[config.mk]
export PLATFORM = sky130hd
export DESIGN_NAME = uart_tx_retry_flat
export DESIGN_NICKNAME = d
export VERILOG_FILES = /design/src/rtl/uart_pkg.sv /design/src/rtl/uart_tx_retry_if.sv /design/src/rtl/uart_tx_shifter.sv /design/src/rtl/uart_tx_retry.sv /design/src/flat_wrapper.sv
export SDC_FILE = /design/constraint.sdc
export NUM_CORES = 1
export LEC_CHECK = 0
export ABC_AREA = 1
export CAP_MARGIN = 20
export CORE_AREA = 2 2 97 99
export DETAILED_ROUTE_END_ITERATION = 12
export DIE_AREA = 0 0 99 101
export PLACE_DENSITY = 0.7
export SLEW_MARGIN = 20
export SYNTH_ARGS = -nofsm -noshare
export SYNTH_HDL_FRONTEND = slang
export SYNTH_SLANG_ARGS = --single-unit
export TNS_END_PERCENT = 20
[constraint.sdc]
create_clock -name CLK_Baudin -period 7.85 [get_ports CLK_Baudin]
set_clock_uncertainty 0.1 [all_clocks]
set_input_delay 1.57 -clock CLK_Baudin [delete_from_list [all_inputs] [get_ports CLK_Baudin]]
set_output_delay 1.57 -clock CLK_Baudin [all_outputs]
set_load 0.05 [all_outputs]
[src/rtl/uart_pkg.sv]
// rtl/uart_pkg.sv - shared UART encodings and frame constants
package uart_pkg;

    typedef enum logic [2:0] {
        S_IDLE   = 3'd0,
        S_START  = 3'd1,
        S_DATA   = 3'd2,
        S_PARITY = 3'd3,
        S_STOP   = 3'd4,
        S_GAP    = 3'd5
    } tx_state_t;

    localparam int   UART_SIZE   = 32;
    localparam logic START_BIT   = 1'b0;
    localparam logic STOP_BIT    = 1'b1;
    localparam logic IDLE_LEVEL  = 1'b1;
    localparam logic PARITY_EVEN = 1'b0;
    localparam logic PARITY_ODD  = 1'b1;

endpackage

[src/rtl/uart_tx_retry_if.sv]
// rtl/uart_tx_retry_if.sv - load/serial/retry handshake bundle for the transmitter
interface uart_tx_retry_if #(parameter int size = 32);

    logic [size-1:0] DataIn;
    logic            LoadTx;
    logic            ReadyTx;
    logic            SerialOutData;
    logic            DoneTx;
    logic            Flag_Rx;
    logic            RetryErr;
    logic            BusyTx;

    modport master (
        output DataIn, LoadTx, Flag_Rx,
        input  ReadyTx, SerialOutData, DoneTx, RetryErr, BusyTx
    );

    modport slave (
        input  DataIn, LoadTx, Flag_Rx,
        output ReadyTx, SerialOutData, DoneTx, RetryErr, BusyTx
    );

endinterface

[src/rtl/uart_tx_shifter.sv]
// rtl/uart_tx_shifter.sv - parallel-load right shifter with shifted-bit counter
module uart_tx_shifter #(
    parameter int size = 32
) (
    input  logic            CLK_Baudin,
    input  logic            RstRx,
    input  logic            i_load,
    input  logic [size-1:0] i_data,
    input  logic            i_shift,
    output logic            o_bit,
    output logic            o_done
);

    localparam int CW = $clog2(size + 1);

    logic [size-1:0] r_sr;
    logic [CW-1:0]   r_cnt;

    always_ff @(posedge CLK_Baudin or posedge RstRx) begin
        if (RstRx) begin
            r_sr  <= '0;
            r_cnt <= '0;
        end else if (i_load) begin
            r_sr  <= i_data;
            r_cnt <= '0;
        end else if (i_shift) begin
            r_sr  <= r_sr >> 1;
            r_cnt <= r_cnt + CW'(1);
        end
    end

    assign o_bit  = r_sr[0];
    assign o_done = (r_cnt == CW'(size));

endmodule

[src/rtl/uart_tx_retry.sv]
// rtl/uart_tx_retry.sv - framed UART transmitter holding each word for bounded retransmission
module uart_tx_retry
    import uart_pkg::*;
#(
    parameter int size       = UART_SIZE,
    parameter int MAX_RETRY  = 3,
    parameter int PARITY_ODD = 0
) (
    input  logic           CLK_Baudin,
    input  logic           RstRx,
    uart_tx_retry_if.slave tx
);

    localparam int   RW       = (MAX_RETRY > 0) ? $clog2(MAX_RETRY + 1) : 1;
    localparam logic PAR_MODE = (PARITY_ODD != 0) ? uart_pkg::PARITY_ODD : PARITY_EVEN;

    tx_state_t       r_state, w_next_state;
    logic            r_line, w_line;
    logic            r_ready, w_ready;
    logic            r_busy;
    logic            r_done, w_done;
    logic            r_err, w_err;
    logic            r_parity, w_parity;
    logic [size-1:0] r_word, w_word;
    logic [RW-1:0]   r_retry, w_retry;
    logic            r_retry_req, w_retry_req;
    logic            w_load, w_shift, w_bit, w_sh_done;
    logic [size-1:0] w_load_data;

    uart_tx_shifter #(.size(size)) u_shifter (
        .CLK_Baudin (CLK_Baudin),
        .RstRx      (RstRx),
        .i_load     (w_load),
        .i_data     (w_load_data),
        .i_shift    (w_shift),
        .o_bit      (w_bit),
        .o_done     (w_sh_done)
    );

    always_ff @(posedge CLK_Baudin or posedge RstRx) begin
        if (RstRx) begin
            r_state     <= S_IDLE;
            r_line      <= IDLE_LEVEL;
            r_ready     <= 1'b1;
            r_busy      <= 1'b0;
            r_done      <= 1'b0;
            r_err       <= 1'b0;
            r_parity    <= 1'b0;
            r_word      <= '0;
            r_retry     <= '0;
            r_retry_req <= 1'b0;
        end else begin
            r_state     <= w_next_state;
            r_line      <= w_line;
            r_ready     <= w_ready;
            r_busy      <= ~w_ready;
            r_done      <= w_done;
            r_err       <= w_err;
            r_parity    <= w_parity;
            r_word      <= w_word;
            r_retry     <= w_retry;
            r_retry_req <= w_retry_req;
        end
    end

    // Each state computes the line level to hold during the following cycle.
    always_comb begin
        w_next_state = r_state;
        w_line       = r_line;
        w_ready      = r_ready;
        w_done       = 1'b0;
        w_err        = 1'b0;
        w_parity     = r_parity;
        w_word       = r_word;
        w_retry      = r_retry;
        w_retry_req  = r_retry_req;
        w_load       = 1'b0;
        w_load_data  = r_word;
        w_shift      = 1'b0;
        case (r_state)
            S_IDLE: begin
                w_line  = IDLE_LEVEL;
                w_ready = 1'b1;
                if (tx.LoadTx && r_ready) begin
                    w_word       = tx.DataIn;
                    w_parity     = ^tx.DataIn ^ PAR_MODE;
                    w_retry      = '0;
                    w_ready      = 1'b0;
                    w_load       = 1'b1;
                    w_load_data  = tx.DataIn;
                    w_line       = START_BIT;
                    w_next_state = S_START;
                end
            end
            S_START: begin
                w_line       = w_bit;
                w_shift      = 1'b1;
                w_next_state = S_DATA;
            end
            S_DATA: begin
                if (w_sh_done) begin
                    w_line       = r_parity;
                    w_next_state = S_PARITY;
                end else begin
                    w_line  = w_bit;
                    w_shift = 1'b1;
                end
            end
            S_PARITY: begin
                w_line       = STOP_BIT;
                w_next_state = S_STOP;
            end
            S_STOP: begin
                w_line       = STOP_BIT;
                w_done       = 1'b1;
                w_next_state = S_GAP;
                if (tx.Flag_Rx)
                    w_retry_req = 1'b1;
            end
            S_GAP: begin
                w_retry_req = 1'b0;
                if ((r_retry_req || tx.Flag_Rx) && (r_retry < RW'(MAX_RETRY))) begin
                    w_retry      = r_retry + RW'(1);
                    w_load       = 1'b1;
                    w_line       = START_BIT;
                    w_next_state = S_START;
                end else begin
                    w_err        = r_retry_req || tx.Flag_Rx;
                    w_ready      = 1'b1;
                    w_line       = IDLE_LEVEL;
                    w_next_state = S_IDLE;
                end
            end
            default: begin
                w_line       = IDLE_LEVEL;
                w_ready      = 1'b1;
                w_next_state = S_IDLE;
            end
        endcase
    end

    assign tx.SerialOutData = r_line;
    assign tx.ReadyTx       = r_ready;
    assign tx.BusyTx        = r_busy;
    assign tx.DoneTx        = r_done;
    assign tx.RetryErr      = r_err;

endmodule

[src/flat_wrapper.sv]
// flat-port wrapper written by rule: the top's interface ports become plain ports
module uart_tx_retry_flat import uart_pkg::*;
#(
    parameter int size       = UART_SIZE,
    parameter int MAX_RETRY  = 3,
    parameter int PARITY_ODD = 0
)
  (CLK_Baudin, RstRx, tx_DataIn, tx_LoadTx, tx_Flag_Rx, tx_ReadyTx, tx_SerialOutData, tx_DoneTx, tx_RetryErr, tx_BusyTx);
  uart_tx_retry_if #(.size(size)) tx_i ();
  input  logic CLK_Baudin;
  input  logic RstRx;
  input wire logic [$bits(tx_i.DataIn)-1:0] tx_DataIn;
  input wire logic [$bits(tx_i.LoadTx)-1:0] tx_LoadTx;
  input wire logic [$bits(tx_i.Flag_Rx)-1:0] tx_Flag_Rx;
  output wire logic [$bits(tx_i.ReadyTx)-1:0] tx_ReadyTx;
  output wire logic [$bits(tx_i.SerialOutData)-1:0] tx_SerialOutData;
  output wire logic [$bits(tx_i.DoneTx)-1:0] tx_DoneTx;
  output wire logic [$bits(tx_i.RetryErr)-1:0] tx_RetryErr;
  output wire logic [$bits(tx_i.BusyTx)-1:0] tx_BusyTx;
  assign tx_i.DataIn = tx_DataIn;
  assign tx_i.LoadTx = tx_LoadTx;
  assign tx_i.Flag_Rx = tx_Flag_Rx;
  assign tx_ReadyTx = tx_i.ReadyTx;
  assign tx_SerialOutData = tx_i.SerialOutData;
  assign tx_DoneTx = tx_i.DoneTx;
  assign tx_RetryErr = tx_i.RetryErr;
  assign tx_BusyTx = tx_i.BusyTx;
  uart_tx_retry #(.size(size), .MAX_RETRY(MAX_RETRY), .PARITY_ODD(PARITY_ODD)) u_core (.CLK_Baudin(CLK_Baudin), .RstRx(RstRx), .tx(tx_i));
endmodule
After elaboration in Yosys (flattened, before gate mapping). Index checks and enable logic that the tools add are counted. Widths: inputs -> output; s select.

Equality and inequality tests: 10. $add $sub $neg: 2. Bitwise gates (word level): 1. Magnitude comparators: 1. Mux-type cells: 29. Reduce and logical (&&, ||, !) cells: 13.

Operators by type and width (number): $mux 32 (4); $reduce_xor 32->1 (1); $pmux 3 s6 (1); $mux 1 (12); $mux 6 (2); $add 6x1->6 const B (1); $eq 3x2->1 const B (2); $eq 3x3->1 const B (2); $eq 6x6->1 const B (1); $mux 3 (2); $pmux 1 s2 (3); $reduce_and 2->1 (3); $reduce_bool 2->1 (3); $mux 2 (2); $ne 2x1->1 const B (2); $ne 2x2->1 const B (2); $pmux 1 s4 (1); $pmux 2 s2 (1); $reduce_or 4->1 (1); $eq 3x1->1 const B (1); $logic_not 3->1 (1); $pmux 1 s3 (1); $reduce_and 3->1 (1); $add 2x1->2 const B (1); 4 further kinds (5).

Output and inout port bits: 5. Logic and storage cells: 68. Register bits after elaboration: 82. Input port bits: 36.

Depth between registers and ports, before layout. Gate-level depths: netlist of run 1.

Depth in word-level cells: 5. Depth in mapped cells: 13.

By module. From an unflattened synthesis of run 1, not the netlist that was laid out.

Cells, all modules: 560. Area total of the unflattened synthesis: 4523.1 um^2.

By module, submodules not included: uart_tx_retry (times used 1, area an instance 2622.5 um^2, cells each 373); uart_tx_shifter (times used 1, area an instance 1900.6 um^2, cells each 187).

Worst setup path after synthesis of run 1. OpenSTA, ideal clock, no wires.

Kind: in2reg. Start point: input tx_Flag_Rx. End point: register u_core.u_shifter.r_sr[21]. Required time: 7.621 ns. Path buffers: 1. Data arrival time: 2.350 ns. Slack: 5.270 ns. Stages on the path: 8. Cell sequence: nor2_1 > nor2_1 > nand2_2 > nand2_4 > nor2_8 > inv_4 > buf_6 > o221ai_2.

Longest elaborated chain between the ends: 5. Elaborated cells on any way between the ends: 6. Classes of those cells: mux (3); reduce/logical (3).

RTL lines: start, declared (RTL line flat_wrapper.sv:14) `input wire logic [$bits(tx_i.Flag_Rx)-1:0] tx_Flag_Rx;`; $logic_or 1x1->1 * (RTL line uart_tx_retry.sv:122) `if ((r_retry_req || tx.Flag_Rx) && (r_retry < RW'(MAX_RETRY))) begin`; $logic_and 1x1->1 * (RTL line uart_tx_retry.sv:122); $mux 1 * (RTL line uart_tx_retry.sv:122); $pmux 1 s2 * (RTL line uart_tx_retry.sv:80) `case (r_state)`; $mux 32 / $reduce_bool 2->1 (equally long branches); end signal, assigned (RTL line uart_tx_shifter.sv:24) `r_sr <= i_data;`; end signal, assigned (RTL line uart_tx_shifter.sv:27) `r_sr <= r_sr >> 1;`; end, declared (RTL line uart_tx_shifter.sv:16) `logic [size-1:0] r_sr;`.

Mark *: on every way between the ends. The rest lies on a longest branch, timed or not. A chain may end at the register's enable or synchronous reset.

Final worst setup path of run 1.
Start point: input tx_LoadTx. End point: register u_core.u_shifter.r_sr[19].

Longest elaborated chain between the ends: 4. Elaborated cells on any way between the ends: 7. Classes of those cells: mux (5); reduce/logical (2).

RTL lines: start, declared (RTL line flat_wrapper.sv:13) `input wire logic [$bits(tx_i.LoadTx)-1:0] tx_LoadTx;`; $logic_and 1x1->1 * (RTL line uart_tx_retry.sv:84) `if (tx.LoadTx && r_ready) begin`; $mux 1 / $mux 32 (equally long branches) (RTL line uart_tx_retry.sv:84); $pmux 1 s2 / $mux 32 (equally long branches) (RTL line uart_tx_retry.sv:80); $mux 32 / $reduce_bool 2->1 (equally long branches).

Marks and branches as above.

==> results of run 1 <==
path summary, 6_finish.rpt:
kind	start	end	slack [ps]	cells past startpoint
min in group asynchronous	RstRx	u_core.u_shifter.r_cnt[3]	1630	3
max in group asynchronous	RstRx	u_core.r_word[25]	5500	3
worst max-delay path	tx_LoadTx	u_core.u_shifter.r_sr[19]	4320	8
worst min register to register	u_core.r_word[18]	u_core.r_word[18]	380	2
worst max register to register	u_core.r_state[1]	u_core.u_shifter.r_sr[19]	5390	8
worst min-delay path	u_core.r_word[18]	u_core.r_word[18]	380	2
per-stage QoR:
stage          setup slack (ps)  std cells  power [mW]  area (um2)
3_3_place_gp               4000        658        1.53        4780
3_5_place_dp               3930        658        1.56        4780
6_report                   4320        674        1.91        5020
2_1_floorplan              4070        524        1.43        4370
5_1_grt                    4130        674        2.07        5020
4_1_cts                    4300        674        1.93        5020
logic make-up after synthesis:
family / Yosys count / share of synthesized area
AND/OR/NAND/NOR: 267 / 0.247
flip-flops: 82 / 0.470
AO/OA/AOI/OAI: 62 / 0.139
XOR/XNOR: 21 / 0.0421
adder cells (fa/ha/maj): 3 / 0.00859
buffers and inverters: 89 / 0.0928
worst max-delay path, cell delays in order:
cell,delay [ps]
clkdlybuf4s50_1,460
nand2_1,50
inv_1,120
nand2_4,300
nand2_4,470
nor2_8,90
inv_4,370
o221ai_1,180
layer usage:
metal	vias to the layer above	wire length (um)	GRT usage
li1	1714	-	-
met3	15	305	0.0444
met2	61	4140	0.307
met1	1530	3900	0.240
met5	-	0	0
met4	0	176	0.0643
cells in the mapped netlist, types with 2 or more instances:
master	instances
nand2_1	227
o21ai_1	17
nor2_1	14
nand3_1	11
nand2_4	2
xor2_1	10
inv_1	66
o221ai_2	26
nor2_2	3
nand4_1	2
a21oi_1	4
buf_2	10
o21ai_2	3
inv_2	3
dfrtp_1	80
buf_4	3
dfstp_2	2
nand2_2	4
o21ai_0	6
xnor2_1	11
buf_6	6
ha_1	3
cell type report:
cell class                      count  area, um2  area share
Multi-Input combinational cell    353       1910       0.380
Timing Repair Buffer               42        419      0.0835
Clock inverter                      5        103      0.0204
Sequential cell                    82       2050       0.409
Inverter                           70        265      0.0528
Tap cell                          111        139      0.0277
Clock buffer                       11        131      0.0262
flip-flops by register name (all words and copies together) (netlist names):
name	flops
u_core.tx.RetryErr	1
u_core.tx.BusyTx	1
u_core.tx.DoneTx	1
u_core.r_parity	1
u_core.r_state	3
u_core.u_shifter.r_sr	32
u_core.tx.ReadyTx	1
u_core.tx.SerialOutData	1
u_core.u_shifter.r_cnt	6
u_core.r_retry	2
u_core.r_retry_req	1
u_core.r_word	32
report_power, final:
group	internal, mW	switching (mW)
registers	0.612	0.0734
logic	0.297	0.573
clock network	0.211	0.145
total	1.12	0.791
==> results list, run 1 <==
* FILL cells: 789
* Vias: 3320
* Avg WL per Cell: 12.7 um
- Layout cell share with drive strength beyond 1: 0.114
- The longest clock path from root to sink contains 2 buffers.
* Die W: 99 um
- Area grow syn2layout: 14.9%
- For this design, the sink count on the clock tree is 82.
* Slew at the pin closest to its max-slew limit: 738 ps
- The first global-routing pass estimated 14800 um of wire.
* Most common cell after layout, fill and taps aside: nand2_1
- Vias per Instance: 4.93
* Remaining max-slew budget at the tightest pin: 0.508
* Number of placement rows: 35
- 41 I/O pins were placed.
- The via count of the first global-routing pass came to 3194.
* Antenna violations before repair: 0
- Final weighted congestion in routability-driven placement: 0.773
- Wire length reported by the detailed router: 8530 um
- Summed over all failing endpoints, the final setup total negative slack is 0 ps.
- Counting every net in the synthesized netlist gives 563.
* Number of warnings reported in the yosys synthesis log: 0
* First-pass iteration count of the detailed router: 4
- After clock tree synthesis, the clock-pin slew on the worst setup and hold paths is 70 ps.
- Proportion of netlist area held by the largest area contributor: 0.458
- Worst voltage drop across the vdd grid: 165 uV
- Power Dens Cells: 381 nW/um2
* Shortest clock period the worst path allows after layout: 3530 ps
* Library cell with the largest summed area after synthesis: dfrtp_1
- Final-layout worst hold slack: 380 ps
- The H-tree generated during clock tree synthesis spans 3 levels.
- Remaining routing DRC violations: 0
- Resized cells post-CTS: 0
* Global router's overall resource usage: 0.186
- Cts hold-fix bufs: 0
- In this run the static leakage power is 2.50 nW.
- Cells taking the most area after synthesis: dfrtp_1 (46%), nand2_1 (20%), o221ai_2 (8.9%)
- Number of nets with antenna violations after routing: 0
- Placed wire-length estimate after detailed placement: 6050 um
- Area of the core region: 8980 um2
- Outcome: finished clean
- Critical path data required time: 7950 ps
- DIE AREA: 10000 um2
- Count of final max-slew check failures: 0
* Maximum capacitance violations: 0
- Arrival time at the worst endpoint: 3630 ps
- The share of the Yosys chip area taken by registers is 0.470.
* Final nets: 597
- Type of element capturing the critical path: register
* Final setup violation count: 0
- Highest-count cells in the layout ignoring fill and taps: nand2_1 (227), dfrtp_1 (80), inv_1 (65), clkdlybuf4s50_1 (40), o221ai_2 (26)
* Number of design-rule violations left by the first detailed-router iteration: 180
* Setup repair after global routing missed its margin: false
- In the synthesized netlist the async set-or-reset flop fraction comes to 1.00.
* Total inserted antenna cells: 0
* EDFF count, synth: 0
- Clock root buffer master: clkbuf_8
- The total overflow left after global routing is 0.
- Register bit total from synthesis: 82
- Final standard cell utilization of the core: 0.559
* Number of port buffers: 40
- Period utilisation layout: 0.449
- Post-Synthesis Cells: 524
- Final Hold Vio Count: 0
* Worst Setup Start Kind: primary input
- Total setup buffers inserted after CTS: 0
- Entering global routing, the biggest net connects 83 pins.
* Worst hold path type: reg2reg
* Most frequently used flop master after synthesis: dfrtp_1
- Mean Syn Cell Area: 8.34 um2
* Worst-path maximum fanout: 51
- The later pin in the worst-skew pair is clocked with a latency of 360 ps.
- Count of unique library cells instantiated by Yosys: 33
- Synth Cell Area: 4370 um2
- TritonCTS created 9 clock buffers.
* Crit path kind: in2reg
* CTS tree: done
- Timing would allow up to 283 MHz.
- The initial utilization of the core area, before any placement, comes to 0.487.
- Die Ht: 101 um
(Power assumes the default switching activity.)
==> run 2: changes to the inputs <==
==> constraint.sdc (replaced) <==
create_clock -name CLK_Baudin -period 3.26 [get_ports CLK_Baudin]
set_clock_uncertainty 0.1 [all_clocks]
set_input_delay 0.652 -clock CLK_Baudin [delete_from_list [all_inputs] [get_ports CLK_Baudin]]
set_output_delay 0.652 -clock CLK_Baudin [all_outputs]
set_load 0.05 [all_outputs]
==> run 2 against run 1 <==
Via count increased by 1.4%; critical path depth down 7; count of clock-buffer cells in the layout is 1 lower; highest routed layer unchanged; die area did not move; non-clock buffer count up 2.
==> results list, run 2 (synthesis results as in run 1) <==
* Outcome: finished clean
- During placement, the flow inserted port buffers numbering 40.
- OpenSTA, run right after detailed placement, puts the worst setup slack at 606 ps.
* Via count of the first global-routing pass: 3271
* First-pass iteration count of the detailed router: 4
- Total inserted antenna cells: 0
* Maximum frequency from static timing analysis: 409 MHz
* Avg WL per Cell: 12.5 um
- Adding up every negative setup slack in the final design gives 0 ps.
- For this design, the CTS-stage hold fixing added 0 buffers.
* Die W: 99 um
- For the pin with the worst max-slew slack, the measured transition is 581 ps.
- Number of nets with antenna violations after routing: 0
- Measured on the finished design, the core utilization comes to 0.559.
- IR analysis of the VDD net gives a maximum drop of 391 uV.
- Type of element capturing the critical path: output pin
- Gates resized during post-CTS repair numbered 0.
* CTS tree: done
- Clock-pin slew was measured on the worst setup and hold paths at 90 ps.
- Count of placed standard cells including taps: 660
- FILL cells: 802
* Remaining max-slew budget at the tightest pin: 0.613
- H-Tree Depth: 3
- Data arrives at the worst endpoint at 1690 ps.
* Final Hold Vio Count: 0
- The die covers 10000 um2.
- Final weighted congestion in routability-driven placement: 0.804
- The number of buffers and inverters on the critical path is 1.
- The finished layout holds 676 standard cells, fillers aside.
- Walking the worst path, the cells encountered are clkdlybuf4s50_1.
- 41 I/O pins were placed.
- Final setup violation count: 0
- Across every metal layer, demand over resource in global routing totals 0.183.
- The largest registers in the layout are u_core.r_word (32), u_core.u_shifter.r_sr (32), u_core.u_shifter.r_cnt (6).
* Largest delay share family, worst path: buffers and inverters
- Vias: 3365
* Cell with the biggest individual delay on the critical path: clkdlybuf4s50_1
- In the final design database the tool counted 599 nets.
- The library cell used most frequently in the layout, excluding fill and tap cells, is nand2_1.
- Largest incremental delay on the critical path: 790 ps
* Largest net degree at the start of global routing: 83
- Wire length reported by the detailed router: 8480 um
- Final critical-path setup slack: 814 ps
- Max-cap violations in this run came to 0.
- After floorplanning, the core was divided into 35 placement rows.
- The total overflow left after global routing is 0.
* Vias per Instance: 4.98
- Effective utilization at floorplan: 0.487
* Clock Sink Count: 82
- The tree is rooted in a clkbuf_8.
- Shortest clock period the worst path allows after layout: 2450 ps
- The wire-length estimate of the detail-placed layout is 6110 um.
- Area of combinational cells with multiple inputs: 1910 um2
* Crit path kind: reg2out
- In this run the power density over the cells is 897 nW/um2.
* Area grow syn2layout: 14.9%
- In the final layout, the share of cells above drive strength 1 is 0.119.
* Setup repair after global routing missed its margin: false
- Number of design-rule violations left by the first detailed-router iteration: 143
- Clock Path Buffers: 2
* Period utilisation layout: 0.750
* Flip-flop and latch area: 2050 um2
* CTS buffer count: 9
* Antenna violations before repair: 0
- Count of final max-slew check failures: 0
- The worst setup path is launched from a register.
- Total setup buffers inserted after CTS: 0
- Area of the core region: 8980 um2
- Highest-count cells in the layout ignoring fill and taps: nand2_1 (227), dfrtp_1 (80), inv_1 (65), clkdlybuf4s50_1 (40), o221ai_2 (26)
* Worst-path maximum fanout: 3
- Latest clock arrival within the worst-skew pair: 350 ps
- Data on the critical path is required at its endpoint by 2510 ps.
- From bottom edge to top edge, the die measures 101 um.
- First-pass GRT wire length: 14800 um
- The tightest min-delay check is of the reg2reg type.
- For this design the static power due to leakage is 2.49 nW.
- In the routed design, unresolved DRC markers number 0.
[run 2: cell types whose count changed in the layout (fill, tap and decap cells not counted)]
cell	change
buf_12	+2
buf_6	-1
clkinv_4	+2
buf_4	+1
bufinv_16	-2
clkbuf_1	-1
clkinvlp_4	+1
[run 2: where the power goes]
group          total, mW  internal (mW)  switching [mW]
combinational       2.12          0.754            1.36
sequential          1.65           1.47           0.178
clock              0.734          0.356           0.378
total               4.50           2.58            1.92
[run 2: path summary, 6_finish.rpt]
path / from / endpoint / slack [ps] / depth (start not counted)
worst max-delay path: u_core.tx.ReadyTx / tx_ReadyTx / 810 / 1
worst min-delay path: u_core.r_word[18] / u_core.r_word[18] / 380 / 2
worst max register to register: u_core.u_shifter.r_cnt[0] / u_core.u_shifter.r_sr[15] / 990 / 8
worst min register to register: u_core.r_word[18] / u_core.r_word[18] / 380 / 2
max in group asynchronous: RstRx / u_core.tx.SerialOutData / 2080 / 3
min in group asynchronous: RstRx / u_core.u_shifter.r_sr[10] / 610 / 3
[run 2: area by class of cell]
| type | instances | share of cell area |
|---|---|---|
| Sequential cell | 82 | 0.409 |
| Multi-Input combinational cell | 353 | 0.380 |
| Timing Repair Buffer | 44 | 0.0908 |
| Inverter | 70 | 0.0529 |
| Tap cell | 111 | 0.0277 |
| Clock buffer | 10 | 0.0254 |
| Clock inverter | 6 | 0.0135 |
[run 2: worst reg2reg max path, delay by kind of cell (launching register included)]
family	cells	cell delay, ps
and+or+nand+nor	3	460
AOI/OAI and AO/OA	1	110
adders and majority gates	1	160
buffers and inverters	3	880
DFF	1	430
[run 2: per-layer routing]
layer / wire length (um) / vias up / global-route usage / part of all wire
met5: 0 / - / 0 / 0
met4: 72 / 0 / 0.0569 / 0.0085
met3: 254 / 6 / 0.0368 / 0.030
met2: 4080 / 55 / 0.307 / 0.48
met1: 4070 / 1591 / 0.241 / 0.48
li1: - / 1713 / - / -
[run 2: metrics by stage]
stage / total power [mW] / hold WS (ps) / cell area (um2)
after floorplan: 3.45 / 345 / 4370
after global placement: 3.74 / 362 / 4820
after detailed placement: 3.81 / 362 / 4820
after CTS: 4.54 / 383 / 5020
after global routing: 4.87 / 404 / 5020
final: 4.50 / 381 / 5020
